**src/rtl/vc_arbiter.sv**
```systemverilog
// Round-robin scheduler between four input VC FIFOs and four output FIFOs.
// Pops one input FIFO per cycle and routes each returned word by its destination bits.
module vc_arbiter #(
  parameter int BITNUMBER = 6,
  parameter int UMBRAL_W  = 3
) (
  input  logic                   clk,
  input  logic                   reset,
  input  logic                   init,
  input  logic [UMBRAL_W-1:0]    umbral_in,
  input  logic [3:0]             in_empty,
  input  logic [3:0]             in_valid,
  input  logic [4*BITNUMBER-1:0] in_data,
  input  logic [3:0]             out_pause,
  output logic [3:0]             pop,
  output logic [3:0]             out_push,
  output logic [BITNUMBER-1:0]   out_data,
  output logic [UMBRAL_W-1:0]    umbral_out,
  output logic                   active,
  output logic [7:0]             word_count,
  output logic                   arb_error
);

  typedef enum logic [1:0] {
    S_INIT   = 2'd0,
    S_IDLE   = 2'd1,
    S_ACTIVE = 2'd2
  } state_e;

  state_e                state_q;
  logic [1:0]            rr_ptr_q;
  logic [1:0]            last_q;
  logic                  last_vld_q;
  logic                  active_q;
  logic [UMBRAL_W-1:0]   umbral_q;
  logic [3:0]            push_q;
  logic [BITNUMBER-1:0]  data_q;
  logic [7:0]            count_q;
  logic                  err_q;

  logic                  stall;
  logic [3:0]            eligible;
  logic                  grant_vld;
  logic [1:0]            grant_idx;
  logic [1:0]            cand;
  logic                  pop_en;
  logic [BITNUMBER-1:0]  rt_word;
  logic [1:0]            rt_dest;
  logic                  rt_multi;

  assign stall = |out_pause;

  // The FIFO granted last cycle still shows non-empty because its flag lags a cycle.
  assign eligible = ~in_empty & (last_vld_q ? ~(4'b0001 << last_q) : 4'b1111);

  // NOTE: every always_comb output gets a default first so no latch is inferred.
  always_comb begin
    grant_vld = 1'b0;
    grant_idx = rr_ptr_q;
    cand      = '0;
    for (int k = 1; k <= 4; k++) begin
      cand = rr_ptr_q + 2'(k);
      if (!grant_vld && eligible[cand]) begin
        grant_vld = 1'b1;
        grant_idx = cand;
      end
    end
  end

  assign pop_en = reset && (state_q == S_ACTIVE) && grant_vld && !stall && !init;
  assign pop    = pop_en ? (4'b0001 << grant_idx) : 4'b0000;

  // Lowest valid index wins when several FIFOs return data together.
  always_comb begin
    rt_word = '0;
    for (int i = 3; i >= 0; i--) begin
      if (in_valid[i]) rt_word = in_data[i*BITNUMBER +: BITNUMBER];
    end
  end

  assign rt_dest  = rt_word[BITNUMBER-1 -: 2];
  assign rt_multi = |(in_valid & (in_valid - 4'd1));

  // NOTE: sequential state uses non-blocking assignments so all registers sample pre-edge values.
  always_ff @(posedge clk or negedge reset) begin
    if (!reset) begin
      state_q    <= S_INIT;
      rr_ptr_q   <= 2'd3;
      last_q     <= 2'd0;
      last_vld_q <= 1'b0;
      active_q   <= 1'b0;
      umbral_q   <= '0;
    end else begin
      if (pop_en) begin
        rr_ptr_q   <= grant_idx;
        last_q     <= grant_idx;
        last_vld_q <= 1'b1;
      end else begin
        last_vld_q <= 1'b0;
      end

      if (state_q == S_INIT) umbral_q <= umbral_in;

      if (init) begin
        state_q  <= S_INIT;
        active_q <= 1'b0;
      end else begin
        case (state_q)
          S_INIT: begin
            state_q  <= S_IDLE;
            active_q <= 1'b0;
          end
          S_IDLE: begin
            if ((|(~in_empty)) && !stall) begin
              state_q  <= S_ACTIVE;
              active_q <= 1'b1;
            end
          end
          S_ACTIVE: begin
            if (!grant_vld || stall) begin
              state_q  <= S_IDLE;
              active_q <= 1'b0;
            end
          end
          default: begin
            state_q  <= S_INIT;
            active_q <= 1'b0;
          end
        endcase
      end
    end
  end

  // Routing ignores the FSM so words already requested are delivered during stall or init.
  always_ff @(posedge clk or negedge reset) begin
    if (!reset) begin
      push_q  <= 4'b0000;
      data_q  <= '0;
      count_q <= 8'd0;
      err_q   <= 1'b0;
    end else begin
      if (|in_valid) begin
        push_q  <= 4'b0001 << rt_dest;
        data_q  <= rt_word;
        count_q <= count_q + 8'd1;
      end else begin
        push_q  <= 4'b0000;
      end
      if (rt_multi) err_q <= 1'b1;
    end
  end

  assign out_push   = push_q;
  assign out_data   = data_q;
  assign umbral_out = umbral_q;
  assign active     = active_q;
  assign word_count = count_q;
  assign arb_error  = err_q;

endmodule

```
**config.mk**
```make
export PLATFORM = sky130hd
export DESIGN_NAME = vc_arbiter
export DESIGN_NICKNAME = d
export VERILOG_FILES = /design/src/rtl/vc_arbiter.sv
export SDC_FILE = /design/constraint.sdc
export NUM_CORES = 1
export LEC_CHECK = 0
export ABC_AREA = 1
export CAP_MARGIN = 20
export CELL_PAD_IN_SITES_DETAIL_PLACEMENT = 1
export CELL_PAD_IN_SITES_GLOBAL_PLACEMENT = 1
export CORE_MARGIN = 10
export CORE_UTILIZATION = 33
export DETAILED_ROUTE_END_ITERATION = 10
export PLACE_DENSITY_LB_ADDON = 0.3
export SYNTH_ARGS = -nofsm -noshare
export SYNTH_HDL_FRONTEND = slang
export SYNTH_SLANG_ARGS = --single-unit
```
**constraint.sdc**
```tcl
create_clock -name clk -period 5.5 [get_ports clk]
set_input_delay 1.1 -clock clk [delete_from_list [all_inputs] [get_ports clk]]
set_output_delay 1.1 -clock clk [all_outputs]
set_load 0.03 [all_outputs]
```
# Word level (Yosys, flattened, before mapping)
# Index checks and enable logic that the tools add are counted.
[word_totals]
reg_bits = 30
in_bits = 42
elab_cells = 83
[op_classes]
n_addsub = 5
n_lt_le_gt_ge = 4
eq_ne = 4
shift = 3
mux = 32
bitwise_logic = 4
n_reduce_logical = 21
[op_table]
columns = ["cell", "n"]
rows = [
  ["$mux 6", 4],
  ["$reduce_or 4->1", 4],
  ["$mux 2", 7],
  ["$lt 2x3->1 const B", 4],
  ["$mux 1", 12],
  ["$mux 4", 3],
  ["$shl 1x2->4 const A", 3],
  ["$add 8x1->8 const B", 1],
  ["$and 4x4->4", 2],
  ["$bmux 1 s2", 4],
  ["$logic_and 1x1->1", 8],
  ["$not 4->4", 2],
  ["$logic_not 1->1", 6],
  ["$pmux 2 s3", 1],
  ["$add 2x2->2 const B", 2],
  ["$sub 4x1->4 const B", 1],
  ["$ne 3x2->1 const B", 1],
  ["$ne 3x3->1 const B", 1],
  ["$add 2x1->2 const B", 1],
  ["$eq 2x1->1 const B", 1],
  ["$eq 2x2->1 const B", 1],
  ["$logic_not 2->1", 1],
  ["$pmux 1 s2", 1],
  ["$reduce_and 2->1", 1],
  ["$logic_or 1x1->1", 1],
]

# Longest topological paths before layout
# Gate-level depths: netlist of run 1.
[depth]
word_depth = 21
depth_mapped = 13
depth_no_buf = 13

# Worst setup path before layout of run 1
# Ideal clock, no wire load.
[synth_path]
kind = "input-to-output"
start = "input in_empty[1]"
end = "output pop[1]"
arrival_time_ns = 2.282
path_slack_ns = 2.118
path_stages = 9
path_buffers = 0
cell_sequence = "inv_1 > nand3_1 > nand3_1 > nand2_2 > nand4_2 > nand2_2 > nor2_4 > nand3_1 > nor2_1"
[synth_between]
elab_chain_cells = 18
[synth_rtl]
columns = ["item", "line", "rtl"]
rows = [
  ["start, declared", "11", "input logic [3:0] in_empty,"],
  ["$not 4->4 (*)", "54", "assign eligible = ~in_empty & (last_vld_q ? ~(4'b0001 << last_q) : 4'b1111);"],
  ["$and 4x4->4 (*)", "54", ""],
  ["$bmux 1 s2", "63", "if (!grant_vld && eligible[cand]) begin"],
  ["$mux 1 (implied by the code)", "63", ""],
  ["$mux 1", "63", ""],
  ["$logic_not 1->1", "63", ""],
  ["$logic_and 1x1->1", "63", ""],
  ["$mux 1", "63", ""],
  ["$logic_not 1->1", "63", ""],
  ["$logic_and 1x1->1", "63", ""],
  ["$mux 1", "63", ""],
  ["$logic_not 1->1", "63", ""],
  ["$logic_and 1x1->1", "63", ""],
  ["$mux 1 (*)", "63", ""],
  ["$logic_and 1x1->1 (*) (3 in series)", "70", "assign pop_en = reset && (state_q == S_ACTIVE) && grant_vld && !stall && !init;"],
  ["named net pop_en", "46", "logic pop_en;"],
  ["$mux 4 (*)", "71", "assign pop = pop_en ? (4'b0001 << grant_idx) : 4'b0000;"],
  ["end, declared", "15", "output logic [3:0] pop,"],
]
# The timed path passes the listed nets; every way through them passes the cells marked *. The select of a mux whose other input is x is not followed.

# Worst setup path after layout of run 1
[layout_path]
start = "input in_empty[3]"
end = "output pop[0]"
# Same word-level chain as after synthesis.

==> impl_metrics.toml, run 1 <==
[run_status]
status = "finished clean"

[synth]
ys.flop_type = "dfrtp_1"
synth_cell_types = 35
synth.avg_cell_area_sq_um = 8.20
netlist_area_sq_mm = 0.00169
ys_seq_area_share_pct = 43.1
synth-edff-count = 0
syn-num-nets = 249
synth_top_family_by_area = "simple AND/OR/NAND/NOR gates"
synth_fa_ha_area_share_pct = 0.741
synth_xor_xnor_area_share_pct = 6.22
ys_seq_elements = 29
synth-async-reset-ratio_pct = 100
synth_mux_area_share_pct = 2.00
netlist_instances = 206
yosysWarnings = 0
yosys.area_share.simple_pct = 30.8
synth_compound_area_share_pct = 9.19

[cts]
clock-sinks = 29
cts-root-buf = "clkbuf_8"
path_clk_slew_ns = 0.06
clock_latency_ns = 0.27
cts_resized = 0
cts.path.max_buffers = 2
post_cts_buffers = 0
cts_buffers = 5
cts_tree = "yes"
hold_buffers = 0
htreeDepth = 2

[setup_path]
critical_path_required_ns = 4.40
cp-startpoint = "in_empty[3]"
r2r_start = "rr_ptr_q[0]"
crit_path_max_fanout = 9
crit_type = "input port to output port"
crit_path_end_kind = "output port"
worst_setup_path_start_kind = "input port"
crit_arrival_ns = 3.32

[cells_and_area]
final_cell_mix = "clkdlybuf4s50_1, nand2_1, nand3_1, dfrtp_1, inv_1"
drive_gt1_share_pct = 11.2
syn_to_final_growth_pct = 48.4
final_area_sq_mm = 0.00251
nNetsFinal = 319
final_common_cell = "clkdlybuf4s50_1"
fillerInstances = 598
diodes = 0

[grt]
grt_usage_pct = 12.9
grt_overflow = 0
grt_pass1_wl_microns = 8980
grt_max_degree = 30
antenna_found_initial = 0
grt_pass1_vias = 1826

[sta]
fin_ws_ns = 1.08
min_period_ns = 4.42
rsz0062_at_grt = "no"
setup_violations = 0
tightest_slew_ns = 0.457
maxSlewHeadroom_pct = 69.5
fin_tns_setup_ns = 0
slew_violations = 0
skew_ns = 0.00599
fmax_mhz = 226
finalCritPeriodShare_pct = 80.5
final-hold-violation-count = 0

[die]
core-area_sq_mm = 0.00485
die-area_sq_mm = 0.00838
rows = 25
initial_utilization_pct = 34.8
die_y_microns = 91.5
die_w_microns = 91.5
pin_count = 69

[run]
max_cap_viol_count = 0

[min_path]
hold_class = "register to register"
min_from = "word_count[7]"

[power]
ir_drop_uv = 307
power.total_w = 0.000829
power_leakage_nw = 1.11
power.density_mw_per_mm2 = 331

[place]
place_ws_ns = 1.11
hpwl_microns = 4300
numPortBuffers = 68
gp_congestion = 0.805
place_area_sq_mm = 0.00242

[drt]
wl_per_cell_microns = 15.5
drt_pass1_iterations = 4
ant_nets = 0
num_vias = 1664
drtIter0Drc = 41
drc = 0
wl_microns = 5320
via_per_inst = 4.84
-- path summary, 6_finish.rpt --
check,to,slack (ns),depth (start not counted)
max,pop[0],1.08,11
min,word_count[7],0.47,1
max reg2reg,last_q[1],3.58,9
min reg2reg,word_count[7],0.47,1
max in group asynchronous,rr_ptr_q[0],3.93,2
min in group asynchronous,out_data[1],1.24,2
-- per-layer routing --
layer  up-vias  track usage, %  routed length (microns)
met5         -               0                        0
met4         0            1.96                       27
met3         4            4.53                      316
met2        42            22.4                     2660
met1       804            15.1                     2320
li1        814               -                        -
-- metrics by stage --
| stage | instances | util [%] | hold WS, ns |
|---|---|---|---|
| floorplan | 206 | - | 0.519 |
| CTS | 344 | 51.7 | 0.477 |
| detailed placement | 336 | 50.0 | 0.465 |
| global route | 344 | 51.7 | 0.508 |
| finish | 344 | 51.7 | 0.470 |
| global placement | 336 | 50.0 | 0.461 |
-- state kept, by name, summed over array words and instances (netlist names) --
signal and flops:
word_count 8, out_data 6, out_push 4, umbral_out 3, last_q 2, rr_ptr_q 2
state_q 2, arb_error 1, last_vld_q 1
-- cell usage after synthesis (2+ instances only) --
cell | count | area [sq um]
nand3_1 | 28 | 140
a21oi_1 | 8 | 40.0
mux2_2 | 3 | 33.8
dfrtp_1 | 27 | 676
nand3_2 | 4 | 40.0
xnor2_1 | 2 | 17.5
nand4_1 | 3 | 18.8
nand2_2 | 5 | 31.3
o21ai_1 | 3 | 15.0
inv_2 | 2 | 7.51
inv_1 | 22 | 82.6
nand2_1 | 45 | 169
nor2_1 | 12 | 45.0
and2_1 | 2 | 12.5
buf_2 | 3 | 15.0
o211ai_1 | 7 | 52.6
xor2_1 | 5 | 43.8
dfstp_2 | 2 | 52.6
o21ai_0 | 5 | 25.0
nor3_1 | 3 | 15.0
-- worst max-delay path, stage by stage --
cell	delay, ns
clkdlybuf4s50_1	0.42
inv_1	0.10
nand3_1	0.13
nand3_1	0.18
nand2_2	0.10
nand4_2	0.11
nand2_2	0.09
nor2_4	0.21
nand2_1	0.09
nor2_1	0.10
clkdlybuf4s50_1	0.69
-- power by group --
| group | total [W] | internal (W) | switching, W | leakage, nW |
|---|---|---|---|---|
| logic | 0.000354 | 0.000154 | 0.000200 | 0.720 |
| registers | 0.000307 | 0.000261 | 0.0000461 | 0.347 |
| clock network | 0.000168 | 0.0000875 | 0.0000808 | 0.0450 |
-- final cells by class --
cell class / instances / area [sq um] / share of cell area [%]
Multi-Input combinational cell: 146 / 827 / 33.0
Sequential cell: 29 / 728 / 29.1
Timing Repair Buffer: 69 / 688 / 27.5
Inverter: 25 / 96.3 / 3.84
Tap cell: 67 / 83.8 / 3.34
Clock buffer: 6 / 72.6 / 2.90
Clock inverter: 2 / 10.0 / 0.399
-- cell families (layout without fill, tap and decap cells) --
| group | count (synthesis) | after routing |
|---|---|---|
| buffers and inverters | 31 | 102 |
| multiplexers | 3 | 3 |
| AND/OR/NAND/NOR | 107 | 107 |
| XOR/XNOR | 9 | 9 |
| adder cells (fa/ha/maj) | 1 | 1 |
| AO/OA/AOI/OAI | 26 | 26 |
| flip-flops | 29 | 29 |
Power figures use the tool's default switching activity.
==> run 2, diff against run 1 <==
CORE_UTILIZATION = 30   (was 33)
clock period = 4.6 ns   (was 5.5 ns; I/O delays follow)
==> impl_metrics.toml, run 2 (synthesis results as in run 1) <==
[run_status]
status = "finished clean"

[setup_path]
cpLargestDelayFamily = "simple AND/OR/NAND/NOR gates"
crit_path_end_kind = "output port"
worst_setup_path_start_kind = "input port"
crit_path_max_fanout = 9
crit_arrival_ns = 2.61
crit_type = "input port to output port"
path_cells = "clkdlybuf4s50_1 -> inv_1 -> nand3_1 -> nand3_1 -> nand2_2 -> nand4_2 -> nand2_2 -> nor2_4 -> nand3_1 -> nor2_1 -> buf_12"
max_stage_delay_ns = 0.43
cp_common_cell = "nand3_1"
crit_path_top_delay_cell = "clkdlybuf4s50_1"
crit_buf_inv = 3
critical_path_required_ns = 3.68

[drt]
ant_nets = 0
drt_pass1_iterations = 4
wl_microns = 4990
num_vias = 1642
drc = 0
drtIter0Drc = 51
wl_per_cell_microns = 14.3
via_per_inst = 4.70

[sta]
fmax_mhz = 283
slew_violations = 0
rsz0062_at_grt = "no"
final-hold-violation-count = 0
tightest_slew_ns = 0.408
skew_ns = 0.00563
fin_tns_setup_ns = 0
min_period_ns = 3.53
setup_violations = 0
finalCritPeriodShare_pct = 76.7
maxSlewHeadroom_pct = 72.7

[grt]
grt_pass1_wl_microns = 8510
grt_pass1_vias = 1789
antenna_found_initial = 0
grt_usage_pct = 11.6
grt_max_degree = 30
grt_overflow = 0

[cells_and_area]
diodes = 0
nNetsFinal = 319
syn_to_final_growth_pct = 50.6
final_cell_mix = "clkdlybuf4s50_1, nand2_1, nand3_1, dfrtp_1, inv_1"
final_area_sq_mm = 0.00254
drive_gt1_share_pct = 13.0
final_common_cell = "clkdlybuf4s50_1"
largest_register_ffs = 8

[cts]
htreeDepth = 2
path_clk_slew_ns = 0.07
hold_buffers = 0
cts_resized = 0
clock-sinks = 29
cts-root-buf = "clkbuf_8"
cts_buffers = 5
cts_tree = "yes"
post_cts_buffers = 0
clock_latency_ns = 0.28
cts.path.max_buffers = 2

[die]
die-area_sq_mm = 0.00903
die_w_microns = 95.0
die_y_microns = 95.0
rows = 27
initial_utilization_pct = 30.9
pin_count = 69
core-area_sq_mm = 0.00547

[place]
hpwl_microns = 4220
numPortBuffers = 68
gp_congestion = 0.797
place_area_sq_mm = 0.00246

[min_path]
hold_class = "register to register"

[power]
ir_drop_uv = 168
power_leakage_nw = 1.13
power.density_mw_per_mm2 = 386

[run]
max_cap_viol_count = 0
run 2: worst register-to-register path, stage by stage, from the launching register on:
cell,delay (ns)
dfstp_2,0.71
inv_4,0.09
nand3_1,0.16
nand3_2,0.13
nand2_4,0.13
nand3_1,0.08
nand2_1,0.07
nand2_1,0.05
nand2_1,0.10
nand2_2,0.08
nand2_2,0.09
nand2_1,0.05
run 2: power by group:
| group | internal, W | switching (W) | leakage (nW) |
|---|---|---|---|
| Sequential | 0.000311 | 0.0000507 | 0.347 |
| Clock | 0.000104 | 0.0000991 | 0.0439 |
| Combinational | 0.000182 | 0.000235 | 0.736 |
run 2: metrics by stage:
step | total power, W | util, % | setup WS [ns] | hold slack (ns) | cells
after floorplan | 0.000610 | - | 1.58 | 0.519 | 206
after global placement | 0.000785 | 44.9 | 1.11 | 0.459 | 341
after detailed placement | 0.000792 | 44.9 | 1.07 | 0.478 | 341
after CTS | 0.000996 | 46.5 | 1.07 | 0.491 | 349
after global routing | 0.00105 | 46.5 | 0.869 | 0.506 | 349
final | 0.000982 | 46.5 | 1.07 | 0.477 | 349
run 2: layout make-up:
class / instances / area, sq um
clock buffers: 5 / 68.8
clock inverters: 3 / 17.5
fillers: 656 / 2930
inverters: 25 / 96.3
multi-input cells: 146 / 827
flip-flops and latches: 29 / 728
well taps: 72 / 90.1
repair buffers: 69 / 716
run 2: final timing paths:
check,end,depth (start not counted),startpoint,slack [ns]
min reg2reg,word_count[7],1,word_count[7],0.48
max reg2reg,last_q[1],11,rr_ptr_q[0],2.78
min,word_count[7],1,word_count[7],0.48
max in group asynchronous,rr_ptr_q[0],2,reset,3.22
min in group asynchronous,out_push[1],2,reset,1.07
max,pop[1],11,in_empty[3],1.07
run 2: metal layers:
| layer | global-route usage (%) | vias to the layer above | share of wire (%) |
|---|---|---|---|
| met2 | 18.8 | 55 | 45 |
| met3 | 5.03 | 5 | 9.8 |
| met5 | 0 | - | 0 |
| li1 | - | 817 | - |
| met1 | 13.7 | 765 | 44 |
| met4 | 2.99 | 0 | 1.2 |
